## config.mk

```make
export PLATFORM = sky130hd
export DESIGN_NAME = vga_sync_decoder
export DESIGN_NICKNAME = d
export VERILOG_FILES = /design/src/rtl/vga_timing_pkg.sv /design/src/rtl/vga_sync_edge.sv /design/src/rtl/vga_sync_decoder.sv
export SDC_FILE = /design/constraint.sdc
export NUM_CORES = 1
export LEC_CHECK = 0
export BUFFER_PORTS_ARGS = -buffer_cell sky130_fd_sc_hd__buf_2
export CORE_MARGIN = 2
export CORE_UTILIZATION = 32
export DETAILED_ROUTE_END_ITERATION = 10
export GPL_TIMING_DRIVEN = 0
export PLACE_DENSITY_LB_ADDON = 0.3
export SLEW_MARGIN = 15
export SYNTH_ARGS = -nofsm -noshare
export SYNTH_HDL_FRONTEND = slang
export SYNTH_HIERARCHICAL = 1
export SYNTH_SLANG_ARGS = --single-unit
```

## constraint.sdc

```tcl
create_clock -name clk_div -period 2.2 [get_ports clk_div]
set_input_delay 0.44 -clock clk_div [delete_from_list [all_inputs] [get_ports clk_div]]
set_output_delay 0.44 -clock clk_div [all_outputs]
set_load 0.005 [all_outputs]
```

## src/rtl/vga_timing_pkg.sv

```systemverilog
// Shared 640x480@60 timing defaults and the sync-decoder lock state encoding.
package vga_timing_pkg;

  localparam int H_TOTAL_DEF     = 800;
  localparam int H_SYNC_DEF      = 96;
  localparam int H_BP_DEF        = 48;
  localparam int H_ACTIVE_DEF    = 640;
  localparam int V_TOTAL_DEF     = 525;
  localparam int V_SYNC_DEF      = 2;
  localparam int V_BP_DEF        = 33;
  localparam int V_ACTIVE_DEF    = 480;
  localparam int LOCK_FRAMES_DEF = 2;

  typedef enum logic [1:0] {
    SEARCH  = 2'd0,
    ACQUIRE = 2'd1,
    LOCKED  = 2'd2
  } sync_state_e;

endpackage

```

## src/rtl/vga_sync_edge.sv

```systemverilog
// Synchronises one active-low sync input and flags its falling edge as a 1-cycle pulse.
module vga_sync_edge (
  input  logic clk_div,
  input  logic reset_n,
  input  logic sync,
  output logic fall
);

  logic sync_q1;
  logic sync_q2;
  logic sync_q3;

  // Reset to 1 so an idle (high) line never produces a spurious edge.
  always_ff @(posedge clk_div or negedge reset_n) begin
    if (!reset_n) begin
      sync_q1 <= 1'b1;
      sync_q2 <= 1'b1;
      sync_q3 <= 1'b1;
    end else begin
      sync_q1 <= sync;
      sync_q2 <= sync_q1;
      sync_q3 <= sync_q2;
    end
  end

  assign fall = sync_q3 & ~sync_q2;

endmodule

```

## src/rtl/vga_sync_decoder.sv

```systemverilog
// Recovers pixel position from incoming VGA syncs and tracks timing lock over whole frames.
module vga_sync_decoder
  import vga_timing_pkg::*;
#(
  parameter int H_TOTAL     = H_TOTAL_DEF,
  parameter int H_SYNC      = H_SYNC_DEF,
  parameter int H_BP        = H_BP_DEF,
  parameter int H_ACTIVE    = H_ACTIVE_DEF,
  parameter int V_TOTAL     = V_TOTAL_DEF,
  parameter int V_SYNC      = V_SYNC_DEF,
  parameter int V_BP        = V_BP_DEF,
  parameter int V_ACTIVE    = V_ACTIVE_DEF,
  parameter int LOCK_FRAMES = LOCK_FRAMES_DEF
) (
  input  logic        clk_div,
  input  logic        reset_n,
  input  logic        hsync,
  input  logic        vsync,
  output logic [15:0] pixel_x,
  output logic [15:0] pixel_y,
  output logic        display_active,
  output logic        frame_start,
  output logic        locked,
  output sync_state_e sync_state
);

  localparam logic [15:0] H_LAST   = 16'(H_TOTAL - 1);
  localparam logic [15:0] V_LAST   = 16'(V_TOTAL - 1);
  localparam logic [15:0] H_LIMIT  = 16'(2 * H_TOTAL);
  localparam logic [15:0] V_LIMIT  = 16'(2 * V_TOTAL);
  localparam logic [15:0] H_START  = 16'(H_SYNC + H_BP);
  localparam logic [15:0] H_END    = 16'(H_SYNC + H_BP + H_ACTIVE);
  localparam logic [15:0] V_START  = 16'(V_SYNC + V_BP);
  localparam logic [15:0] V_END    = 16'(V_SYNC + V_BP + V_ACTIVE);
  localparam logic [7:0]  GOOD_TGT = 8'(LOCK_FRAMES);

  logic        hs_fall;
  logic        vs_fall;
  logic [15:0] h_cnt;
  logic [15:0] v_cnt;
  logic        line_err;
  logic        skip_check;
  logic [7:0]  good_cnt;
  logic [7:0]  good_next;
  sync_state_e state;
  sync_state_e state_next;

  logic line_bad;
  logic frame_ok;
  logic timeout;
  logic h_vis;
  logic v_vis;

  vga_sync_edge u_hs_edge (
    .clk_div (clk_div),
    .reset_n (reset_n),
    .sync    (hsync),
    .fall    (hs_fall)
  );

  vga_sync_edge u_vs_edge (
    .clk_div (clk_div),
    .reset_n (reset_n),
    .sync    (vsync),
    .fall    (vs_fall)
  );

  // A coincident line check is folded into the same edge's frame verdict.
  assign line_bad = hs_fall & ~skip_check & (h_cnt != H_LAST);
  assign frame_ok = ~(line_err | line_bad) & (v_cnt == V_LAST);
  assign timeout  = (state != SEARCH) & ((h_cnt >= H_LIMIT) | (v_cnt >= V_LIMIT));
  assign h_vis    = (h_cnt >= H_START) & (h_cnt < H_END);
  assign v_vis    = (v_cnt >= V_START) & (v_cnt < V_END);

  always_comb begin
    state_next = state;
    good_next  = good_cnt;
    case (state)
      SEARCH: begin
        if (vs_fall) begin
          state_next = ACQUIRE;
          good_next  = 8'd0;
        end
      end
      ACQUIRE: begin
        if (timeout) begin
          state_next = SEARCH;
        end else if (vs_fall) begin
          if (frame_ok) begin
            good_next = good_cnt + 8'd1;
            if (good_cnt + 8'd1 == GOOD_TGT) state_next = LOCKED;
          end else begin
            good_next = 8'd0;
          end
        end
      end
      LOCKED: begin
        if (timeout | (vs_fall & ~frame_ok)) state_next = SEARCH;
      end
      default: state_next = SEARCH;
    endcase
  end

  always_ff @(posedge clk_div or negedge reset_n) begin
    if (!reset_n) begin
      state      <= SEARCH;
      good_cnt   <= 8'd0;
      h_cnt      <= 16'd0;
      v_cnt      <= 16'd0;
      line_err   <= 1'b0;
      skip_check <= 1'b0;
    end else begin
      state    <= state_next;
      good_cnt <= good_next;
      if (hs_fall) h_cnt <= 16'd0;
      else if (h_cnt != 16'hFFFF) h_cnt <= h_cnt + 16'd1;
      if (vs_fall) v_cnt <= 16'd0;
      else if (hs_fall && v_cnt != 16'hFFFF) v_cnt <= v_cnt + 16'd1;
      if (vs_fall) line_err <= 1'b0;
      else if (line_bad) line_err <= 1'b1;
      // The line in progress when the first vsync is seen has unknown history.
      if (state == SEARCH && vs_fall) skip_check <= 1'b1;
      else if (hs_fall) skip_check <= 1'b0;
    end
  end

  always_ff @(posedge clk_div or negedge reset_n) begin
    if (!reset_n) begin
      pixel_x        <= 16'd0;
      pixel_y        <= 16'd0;
      display_active <= 1'b0;
      frame_start    <= 1'b0;
    end else begin
      pixel_x        <= h_vis ? h_cnt - H_START : 16'd0;
      pixel_y        <= v_vis ? v_cnt - V_START : 16'd0;
      display_active <= (state == LOCKED) & h_vis & v_vis;
      frame_start    <= vs_fall & (state == LOCKED);
    end
  end

  assign locked     = (state == LOCKED);
  assign sync_state = state;

endmodule

```

==> qor_table.md <==
| Result | This run | Unit |
|:---|:---|:---|
| Relative slew slack | 65.45 | % |
| Top-level port count | 41 | - |
| Chain of cells forming the critical path | buf_6 > nor2_4 > or4b_4 > a2111o_2 > buf_4 > buf_6 > or4_1 > a21oi_1 | - |
| Vias after detailed routing | 3212 | - |
| Leftover overflow at the end of global routing | 0 | - |
| Dpl cells | 634 | - |
| DRC violations left | 0 | - |
| Primary FF master, synth | dfrtp_1 | - |
| Syn Std Cell Area | 4159 | µm² |
| Total power | 3505 | µW |
| Power density over the cells | 659.0 | nW/µm² |
| Post-Syn Instances | 419 | - |
| Sw Pwr | 872.7 | µW |
| Register area share after synthesis | 50.72 | % |
| Crit Path Max Fanout | 5 | - |
| Top delay family on crit path | simple AND/OR/NAND/NOR gates | - |
| Area overhead of the layout relative to synthesis | 27.89 | % |
| Final max-slew violation count | 0 | - |
| Final worst setup slack | -215.8 | ps |
| Standby leakage power | 0.002528 | µW |
| Crit path capture type | flop | - |
| Number of rows created at floorplan | 41 | - |
| Placement-stage worst setup slack | -349.4 | ps |
| Actual transition at the worst max-transition pin | 511.7 | ps |
| Max cap viols | 0 | - |
| Worst path most repeated cell | buf_6 | - |
| Initial core utilization | 32.82 | % |
| Number of synthesized register bits | 84 | - |
| Synth unique cells | 57 | - |
| Sequential cell fraction of total power | 47.6 | % |
| Highest Clock Rate | 0.4139 | GHz |
| Maximum buffer depth of the clock tree | 2 | - |
| Clock latency reported for the late side of the worst-skew pair | 340 | ps |
| ANT nets after route | 0 | - |
| Hold WC Path Type | in2async | - |
| First-pass GRT wire length | 15330 | µm |
| Area of the die | 13930 | µm² |
| H-tree lvl count | 3 | - |
| Clock transition at the registers of the reported paths | 60 | ps |
| Final Cycle Share | 109.8 | % |
| Fraction of layout instances using a drive strength above 1 | 29.82 | % |
| Launch point of the critical path | v_cnt[6]$_DFFE_PN0P_ | - |
| Relative contribution of combinational cells to total power | 8.9 | % |
| Library cell contributing the largest single delay on the critical path | or4b_4 | - |
| Drt total wl | 8914 | µm |
| Count of final hold-check violations | 0 | - |
| Fraction of power spent switching nets | 24.90 | % |
| Launching point of the worst reg2reg path | v_cnt[6]$_DFFE_PN0P_ | - |
| # clock sinks | 84 | - |
| Via count of the first global-routing pass | 3175 | - |
| Horizontal extent of the die | 118.0 | µm |
| Half-perimeter wire length of the detailed placement result | 5945 | µm |
| Detailed-router iteration count before antenna repair | 4 | - |
| Antenna cells | 0 | - |
| Status | finished with violations | - |
| Gp weighted congestion | 0.8286 | - |
| First-iteration detailed-routing DRC count | 168 | - |
| Internal power contribution | 2632 | µW |
| Violated checks | negative setup slack | - |
| Buf+Inv Stages, Crit Path | 3 | - |
| Height of the die | 118.0 | µm |
| Warning count from the yosys run | 6 | - |
| Clock Skew | 6.909 | ps |
| Final worst path period need | 2416 | ps |
| Num CTS Buffers | 9 | - |
| Sum of negative setup slack | -1355 | ps |
| Via density per instance | 4.759 | - |
| Routed wire per std cell | 13.21 | µm |
| Min Hold Slack | 81.08 | ps |
| Nets@finish | 513 | - |
| Setup repair after global routing missed its margin | yes | - |
| CTS tree | built | - |
| Number of antenna violations at the first check in global routing | 0 | - |
| Element type at the critical path start | flop | - |
| Number of flops mapped to enable cells by yosys | 0 | - |
| Final count of negative-setup-slack endpoints | 8 | - |
| Share of synthesized registers carrying an async set or reset | 100.0 | % |
| CTS Root Buffer Type | clkbuf_16 | - |
| Syn Area/Cell | 9.926 | µm² |
| Required @ worst endpoint | 2460 | ps |
| Pin count of the biggest net entering global routing | 46 | - |
| Delay of the slowest cell on the worst path | 490 | ps |
| Floorplan core area | 12670 | µm² |
| Proportion of power drawn by the clock network | 43.5 | % |
| Filler-free cell count of the finished design | 675 | - |
| IR drop worst, VDD | 0.0004282 | V |
| Input/output buffers | 40 | - |
| Worst path arrival time | 2670 | ps |
| Crit Path Category | reg2reg | - |
| Overall Global Routing Usage | 13.42 | % |
==> area by class of cell <==
type	count	area [µm²]
well taps	172	215.2
plain buffers	19	167.7
inverters	13	48.80
flip-flops and latches	84	2120
clock buffers	10	229.0
fillers	1217	7352
repair buffers	71	466.7
multi-input cells	300	2001
clock inverters	6	71.32
==> worst register-to-register path: stages, from the launching register on <==
cell	delay (ps)
dfrtp_1	370
buf_6	130
nor2_4	80
or4b_4	490
a2111o_2	460
buf_4	150
buf_6	110
or4_1	390
a21oi_1	160
==> kinds of logic after synthesis <==
logic type | after synthesis | share of synthesized area (%)
AOI/OAI and AO/OA | 48 | 7.582
xor gates and xnor gates | 34 | 7.160
adders and majority gates | 11 | 3.309
buffers and inverters | 37 | 5.174
DFF | 84 | 50.72
muxes | 2 | 0.4814
other | 1 | 0.09017
and+or+nand+nor | 202 | 25.48
==> power by group through the flow <==
stage | registers, µW | clock network [µW] | logic [µW]
2_1_floorplan | 1680 | 0 | 167
3_3_place_gp | 1700 | 0 | 242
3_5_place_dp | 1700 | 0 | 253
4_1_cts | 1670 | 1580 | 294
5_1_grt | 1680 | 1640 | 351
6_report | 1670 | 1520 | 312
==> state kept, by name, indices dropped and copies added, names as in the netlist <==
register and count:
display_active 1, frame_start 1, good_cnt 8, h_cnt 16
line_err 1, pixel_x 16, pixel_y 16, skip_check 1
sync_state 2, u_hs_edge/sync_q1 1, u_hs_edge/sync_q2 1, u_hs_edge/sync_q3 1
u_vs_edge/sync_q1 1, u_vs_edge/sync_q2 1, u_vs_edge/sync_q3 1, v_cnt 16
==> synth_stat cells, drive strengths merged, types with 2 or more instances <==
cell type,instances,area [µm²]
ha,11,137.6
clkbuf,16,100.1
mux2i,2,20.02
o21ai,14,70.07
nand3,24,120.1
a21oi,12,60.06
and3,8,50.05
xnor2,21,183.9
nor4,5,52.55
or4,4,30.03
nand4,8,50.05
nor3,14,70.07
o41ai,2,17.52
a31oi,3,18.77
inv,13,48.80
and2,2,12.51
dfrtp,78,1952
nand3b,3,22.52
a21o,2,17.52
nor2b,6,52.55
nor3b,3,22.52
a41oi,2,17.52
and4,5,43.79
dfstp,6,157.7
or3,11,75.07
xor2,13,113.9
a211oi,2,15.01
nor2,65,251.5
nand2,34,127.6
nand2b,5,31.28
buf,8,66.31
==> metrics by stage <==
step	util [%]	instance area, µm²
floorplan	-	4190
global placement	36.35	4606
detailed placement	36.59	4636
CTS	40.82	5172
global route	41.98	5319
finish	41.98	5319
==> final timing paths <==
kind                                                to  slack (ps)  cells after the start
max                          sync_state[1]$_DFFE_PN0P_        -220                      8
min reg2reg                u_hs_edge/sync_q2$_DFF_PN1_         360                      0
max in group asynchronous  u_hs_edge/sync_q3$_DFF_PN1_        1480                      2
max reg2reg                  sync_state[1]$_DFFE_PN0P_        -220                      8
min                               pixel_x[0]$_DFF_PN0_          80                      1
min in group clk_div       u_hs_edge/sync_q1$_DFF_PN1_         200                      1
==> layout by cell type, fill, tap and decap left out, drive strengths merged, types with 6 or more instances in the layout <==
cell type and n:
nand4 8, nor3 14, ha 11, dfrtp 78, inv 15, nand2 34, nor2b 6, or3 11
o21ai 14, a21oi 12, nand3 24, clkbuf 22, xnor2 21, and3 8, xor2 13, buf 78
nor2 65, dfstp 6
==> metal layers <==
layer / wire, µm / vias up / track usage, %
met2: 3991 / 76 / 20.68
met3: 371 / 4 / 3.488
li1: - / 1594 / -
met4: 89 / 0 / 3.163
met1: 4461 / 1538 / 18.91
met5: 0 / - / 0
==> timing repair <==
item / 4_1_cts / 5_1_grt
buffers inserted: 19 / 12
hold endpoints to repair: 0 / 0
gates resized for setup: 32 / 17
endpoints found under the setup margin: 25 / 39
hold buffers: 0 / 0
pin swaps: 8 / 11
(Power assumes the default switching activity.)
